File: config.mk
export PLATFORM = sky130hd
export DESIGN_NAME = ace_snoop_responder
export DESIGN_NICKNAME = d
export VERILOG_FILES = /design/src/rtl/ace_snoop_responder.sv
export SDC_FILE = /design/constraint.sdc
export NUM_CORES = 1
export LEC_CHECK = 0
export CAP_MARGIN = 10
export CORE_AREA = 2 2 163 165
export DETAILED_ROUTE_END_ITERATION = 12
export DIE_AREA = 0 0 165 167
export PLACE_DENSITY = 0.7
export SKIP_LAST_GASP = 1
export SLEW_MARGIN = 20
export SYNTH_ARGS = -nofsm -noshare
export SYNTH_HDL_FRONTEND = slang
export SYNTH_SLANG_ARGS = --single-unit
File: constraint.sdc
create_clock -name clk_i -period 2.18 [get_ports clk_i]
set_input_delay 0.327 -clock clk_i [delete_from_list [all_inputs] [get_ports clk_i]]
set_output_delay 0.327 -clock clk_i [all_outputs]
set_load 0.01 [all_outputs]
File: src/rtl/ace_snoop_responder.sv
// ace_snoop_responder: ACE snoop responder that handles AC requests, runs the cache lookup, and returns CR, CD and a state update.
// Defining ACE_SNOOP_WRAP_EN makes CD return the critical word first and wrap around the line.
module ace_snoop_responder #(
  parameter int AddrWidth = 64,
  parameter int DataWidth = 64,
  parameter int LineWidth = 128
) (
  input  logic                 clk_i,
  input  logic                 rst_i,
  input  logic                 ac_valid_i,
  output logic                 ac_ready_o,
  input  logic [AddrWidth-1:0] ac_addr_i,
  input  logic [3:0]           ac_snoop_i,
  input  logic [2:0]           ac_prot_i,
  output logic                 cr_valid_o,
  input  logic                 cr_ready_i,
  output logic [4:0]           cr_resp_o,
  output logic                 cd_valid_o,
  input  logic                 cd_ready_i,
  output logic [DataWidth-1:0] cd_data_o,
  output logic                 cd_last_o,
  output logic                 lkp_req_o,
  input  logic                 lkp_gnt_i,
  output logic [AddrWidth-1:0] lkp_addr_o,
  input  logic                 lkp_valid_i,
  input  logic                 lkp_hit_i,
  input  logic                 lkp_dirty_i,
  input  logic                 lkp_shared_i,
  input  logic [LineWidth-1:0] lkp_data_i,
  output logic                 upd_valid_o,
  output logic                 upd_invalidate_o,
  output logic                 upd_make_shared_o,
  output logic                 upd_clean_o,
  output logic [AddrWidth-1:0] upd_addr_o
);
  localparam int Beats = LineWidth / DataWidth;
  localparam int BW = Beats > 1 ? $clog2(Beats) : 1;
  typedef enum logic [1:0] {IDLE, LOOKUP, WAIT, SEND} state_t;
  state_t state_q, state_d;
  logic [AddrWidth-1:0] addr_q;
  logic [3:0] snoop_q;
  logic [2:0] prot_unused_q;
  logic [Beats-1:0][DataWidth-1:0] data_q;
  logic [4:0] cr_q, cr_d;
  logic inv_q, ms_q, cln_q, first_q, cr_done_q, cd_done_q;
  logic inv_d, ms_d, cln_d;
  logic [BW-1:0] beat_q, start, last_beat;
  logic ro, rs, ru, ci, cs, mi, sup, h, hd;
  logic cr_fire, cd_fire, cr_ok, cd_ok;
  assign ro  = snoop_q == 4'b0000;
  assign rs  = snoop_q == 4'b0001 || snoop_q == 4'b0010 || snoop_q == 4'b0011;
  assign ru  = snoop_q == 4'b0111;
  assign ci  = snoop_q == 4'b1001;
  assign cs  = snoop_q == 4'b1000;
  assign mi  = snoop_q == 4'b1101;
  assign sup = ro | rs | ru | ci | cs | mi;
  assign h   = lkp_hit_i & sup;
  assign hd  = h & lkp_dirty_i;
  // {WasUnique, IsShared, PassDirty, Error, DataTransfer}
  assign cr_d  = {h & ~lkp_shared_i, h & (ro | rs | cs), hd & (rs | ru | ci | cs), ~sup,
                  (h & (ro | rs | ru)) | (hd & (ci | cs))};
  assign inv_d = h & (ru | ci | mi);
  assign ms_d  = h & rs;
  assign cln_d = hd & (rs | cs);
`ifdef ACE_SNOOP_WRAP_EN
  assign start = BW'((addr_q >> $clog2(DataWidth / 8)) % Beats);
`else
  assign start = '0;
`endif
  assign last_beat = start == '0 ? BW'(Beats - 1) : start - 1'b1;
  assign ac_ready_o        = state_q == IDLE && !rst_i;
  assign lkp_req_o         = state_q == LOOKUP;
  assign lkp_addr_o        = lkp_req_o ? addr_q & ~AddrWidth'(LineWidth / 8 - 1) : '0;
  assign cr_valid_o        = state_q == SEND && !cr_done_q;
  assign cr_resp_o         = cr_q;
  assign cd_valid_o        = state_q == SEND && cr_q[0] && !cd_done_q;
  assign cd_data_o         = data_q[beat_q];
  assign cd_last_o         = cd_valid_o && beat_q == last_beat;
  assign upd_valid_o       = first_q & (inv_q | ms_q | cln_q);
  assign upd_invalidate_o  = upd_valid_o & inv_q;
  assign upd_make_shared_o = upd_valid_o & ms_q;
  assign upd_clean_o       = upd_valid_o & cln_q;
  assign upd_addr_o        = upd_valid_o ? addr_q : '0;
  assign cr_fire = cr_valid_o & cr_ready_i;
  assign cd_fire = cd_valid_o & cd_ready_i;
  assign cr_ok   = cr_done_q | cr_fire;
  assign cd_ok   = ~cr_q[0] | cd_done_q | (cd_fire & cd_last_o);
  always_comb begin
    state_d = state_q;
    case (state_q)
      IDLE:    state_d = ac_valid_i ? LOOKUP : IDLE;
      LOOKUP:  state_d = lkp_gnt_i ? WAIT : LOOKUP;
      WAIT:    state_d = lkp_valid_i ? SEND : WAIT;
      SEND:    state_d = cr_ok && cd_ok ? IDLE : SEND;
      default: state_d = IDLE;
    endcase
  end
  always_ff @(posedge clk_i) state_q <= rst_i ? IDLE : state_d;
  always_ff @(posedge clk_i) begin
    if (rst_i) begin
      addr_q        <= '0;
      snoop_q       <= '0;
      prot_unused_q <= '0;
      data_q        <= '0;
      cr_q          <= '0;
      inv_q         <= 1'b0;
      ms_q          <= 1'b0;
      cln_q         <= 1'b0;
      first_q       <= 1'b0;
      cr_done_q     <= 1'b0;
      cd_done_q     <= 1'b0;
      beat_q        <= '0;
    end else begin
      first_q <= 1'b0;
      if (state_q == IDLE && ac_valid_i) begin
        addr_q        <= ac_addr_i;
        snoop_q       <= ac_snoop_i;
        prot_unused_q <= ac_prot_i;
      end
      if (state_q == WAIT && lkp_valid_i) begin
        data_q    <= lkp_data_i;
        cr_q      <= cr_d;
        inv_q     <= inv_d;
        ms_q      <= ms_d;
        cln_q     <= cln_d;
        first_q   <= 1'b1;
        cr_done_q <= 1'b0;
        cd_done_q <= 1'b0;
        beat_q    <= start;
      end
      if (cr_fire) cr_done_q <= 1'b1;
      if (cd_fire) begin
        beat_q <= beat_q == BW'(Beats - 1) ? '0 : beat_q + 1'b1;
        if (cd_last_o) cd_done_q <= 1'b1;
      end
    end
  end
endmodule

==> impl_metrics.tcl <==
set metrics [dict create \
    grt-ovfl-total 0 \
    relSlewSlack_pct 36.6 \
    drv_slew 0 \
    post_synth_inst_count 1155 \
    cts.sinks 210 \
    post_drt_wl_per_cell_um 17.1 \
    tightestPinTransition_ps 951 \
    hold_depth 3 \
    worstSetupPathType "reg -> out" \
    grt_pass1_wl_mm 46.5 \
    synthArstFlopShare_pct 0 \
    clkTransAtPathRegs_ps 60 \
    crit_path_start_kind "register" \
    hold_violations 0 \
    area_growth_pct 60.2 \
    r2r_cells 5 \
    power.internal_mw 7.47 \
    cts_tree "done" \
    cp_data_required_time_ps 1850 \
    portBuffers 407 \
    p_seq_share_pct 42.0 \
    p_leak_nw 6.08 \
    holdCritStartpoint "lkp_data_i[51]" \
    finalNonFillerCells 1896 \
    maxCapViolCount 0 \
    end_kind "primary output" \
    grt_max_degree 211 \
    crit_path_cell_trace "buf_12 > mux2_2 > clkdlybuf4s50_1" \
    die_h_um 167 \
    power_frac_clock_pct 45.9 \
    setup_violations 90 \
    cts_buffer_depth 3 \
    clk_latency_ps 520 \
    die-area_um2 27600 \
    slowest_stage "clkdlybuf4s50_1" \
    cp_data_arrival_time_ps 1980 \
    num_rows 59 \
    postSynthAreaPerCell_um2 7.79 \
    h-tree-depth 1 \
    regToRegSetupSlack_ps 550 \
    min_period_ps 2300 \
    ys_types 30 \
    fmax_mhz 434 \
    holdBufCountCts 0 \
    yosys_warnings 0 \
    place_hpwl_mm 20.4 \
    grt.total_usage_pct 21.4 \
    hold_end "data_q[51]$_SDFFE_PP0P_" \
    rsz0062_at_grt "yes" \
    netSwitchingFraction_pct 23.7 \
    fin_nets 1750 \
    setup_ws_ps -123 \
    cts-root-buf "clkbuf_16" \
    wirelength_mm 32.4 \
    drt_iter0_drc 552 \
    yosys_most_used_dff "dfxtp_1" \
    r2r_start "state_q[0]$_SDFF_PP0_" \
    synth_top_area_share_pct 46.7 \
    syn_area_um2 8990 \
    die_w_um 165 \
    synth_area_leader_cell "dfxtp_1" \
    switchingPower_mw 2.32 \
    final_antenna_net_count 0 \
    numCtsBuffers 25 \
    vias 9001 \
    violations "negative setup slack" \
    place.gp.congestion 0.830 \
    core_um2 25800 \
    skew_ps 5.68 \
    synthTopCellsByArea "dfxtp_1, nand2_1, a21oi_1, and2_1, mux2_2" \
    vias_per_cell 4.75 \
    synth_seq_cells 210 \
    drc 0 \
    ys_seq_area_share_pct 46.7 \
    initial_core_util_pct 34.9 \
    worstReg2RegEnd "cr_resp_o[2]$_SDFFE_PP0P_" \
    synth-edff-count 0 \
    cpPeakStageDelay_ps 500 \
    status "finished with violations" \
    power_mw 9.79 \
    grt_pass1_vias 8357 \
    final_layout_size_suffix_gt1_share_pct 16.5 \
    crit_fanout 22 \
    power_per_cell_area_nw_per_um2 680 \
    preCtsSetupSlack_ps 221 \
    power_frac_comb_pct 12.1 \
    fin_crit_sh_pct 106 \
    hp-class "in -> reg" \
    boundaryPins 415 \
    dp_cells 1817 \
    grt_antenna_before_repair 1 \
    peakVddDrop_mv 0.490 \
    first_pass_iters 5 \
]
==> repair_timing <==
| action | CTS | global route |
|---|---|---|
| pin swaps | 1 | 5 |
| resized for setup | 242 | 154 |
| buffers inserted | 6 | 13 |
| endpoints found under the setup margin | 193 | 163 |
| cloned | 7 | 6 |
==> sequential cells by signal (all words and copies together), names as in the netlist <==
| signal | count |
|---|---|
| cr_resp_o | 5 |
| addr_q | 64 |
| state_q | 2 |
| snoop_q | 4 |
| data_q | 128 |
| ms_q | 1 |
| cr_done_q | 1 |
| cln_q | 1 |
| cd_done_q | 1 |
| first_q | 1 |
| beat_q | 1 |
| inv_q | 1 |
==> placed cells by master (no fill, tap or decap), drive strengths merged, types with 2 or more instances in the layout <==
master,instances
nand2,406
clkdlybuf4s50,250
dfxtp,210
a21oi,209
and2,129
clkbuf,86
buf,72
mux2,64
dlygate4sd2,47
dlymetal6s2s,17
clkdlybuf4s15,10
nor2,9
clkinv,9
bufinv,5
nand3,4
conb,4
nor2b,4
a22oi,3
nor3,2
a31oi,2
and3b,2
o21ai,2
inv,2
==> cell type report <==
type                            instances  area [µm²]
Sequential cell                       210        4220
Antenna cell                            1        2.50
Timing Repair Buffer                  453        4460
Clock buffer                           30         684
Fill cell                            2370       11400
Tap cell                              335         419
Clock inverter                         16         215
Multi-Input combinational cell        850        4400
Inverter                                1        3.75
==> Yosys cell counts, types with 2 or more instances <==
master    instances
nand2_1         406
dfxtp_1         210
a21oi_1         209
and2_1          129
mux2_2           64
clkbuf_1         49
buf_2            33
buf_4            11
nor2_1            9
buf_1             4
nand3_1           4
nor2b_1           4
a22oi_1           3
a31oi_1           2
and3b_1           2
nor3_1            2
==> kinds of logic after synthesis <==
kind of cell | share of synthesized area (%)
AO/OA/AOI/OAI | 12.7
buffers and inverters | 5.01
flip-flops | 46.7
multiplexers | 8.01
other | 0.0417
AND/OR/NAND/NOR | 27.5
==> metrics by stage <==
stage	hold WS (ps)	setup TNS [ps]	util (%)	cell area, µm²
floorplan	432	0	-	9010
global placement	438	0	51.7	13300
detailed placement	443	0	51.7	13300
CTS	325	-10730	55.1	14200
global route	337	-11230	55.9	14400
finish	349	-5780	55.9	14400
==> power groups by stage <==
stage / sequential [mW] / combinational (mW) / clock [mW]
CTS: 4.11 / 1.18 / 4.61
global placement: 4.19 / 1.13 / 0
finish: 4.11 / 1.18 / 4.50
floorplan: 4.14 / 0.509 / 0
detailed placement: 4.20 / 1.14 / 0
global route: 4.13 / 1.28 / 4.77
==> critical path, delay by kind of cell (launching register included) <==
kind	cells	cell delay [ps]
flip-flops	1	400
buffers and inverters	2	690
multiplexers	1	360
==> per-layer routing <==
metal | GRT usage (%) | wire, µm | vias up
li1 | - | - | 4501
met1 | 23.4 | 12000 | 4116
met2 | 37.8 | 15700 | 319
met3 | 8.29 | 3520 | 65
met4 | 6.54 | 1070 | 0
met5 | 0 | 0 | -
==> worst max-delay path by stage <==
stage / to / cells past startpoint / start / slack (ps)
finish: cd_data_o[7] / 3 / beat_q$_SDFFE_PP0P_ / -120
global placement: lkp_addr_o[56] / 4 / state_q[0]$_SDFF_PP0_ / 240
detailed placement: cr_resp_o[2]$_SDFFE_PP0P_ / 5 / lkp_valid_i / 220
global route: cd_data_o[35] / 3 / beat_q$_SDFFE_PP0P_ / -190
floorplan: cd_data_o[45] / 4 / beat_q$_SDFFE_PP0P_ / 620
CTS: lkp_addr_o[56] / 5 / state_q[0]$_SDFF_PP0_ / -230
(Power assumes the default switching activity.)
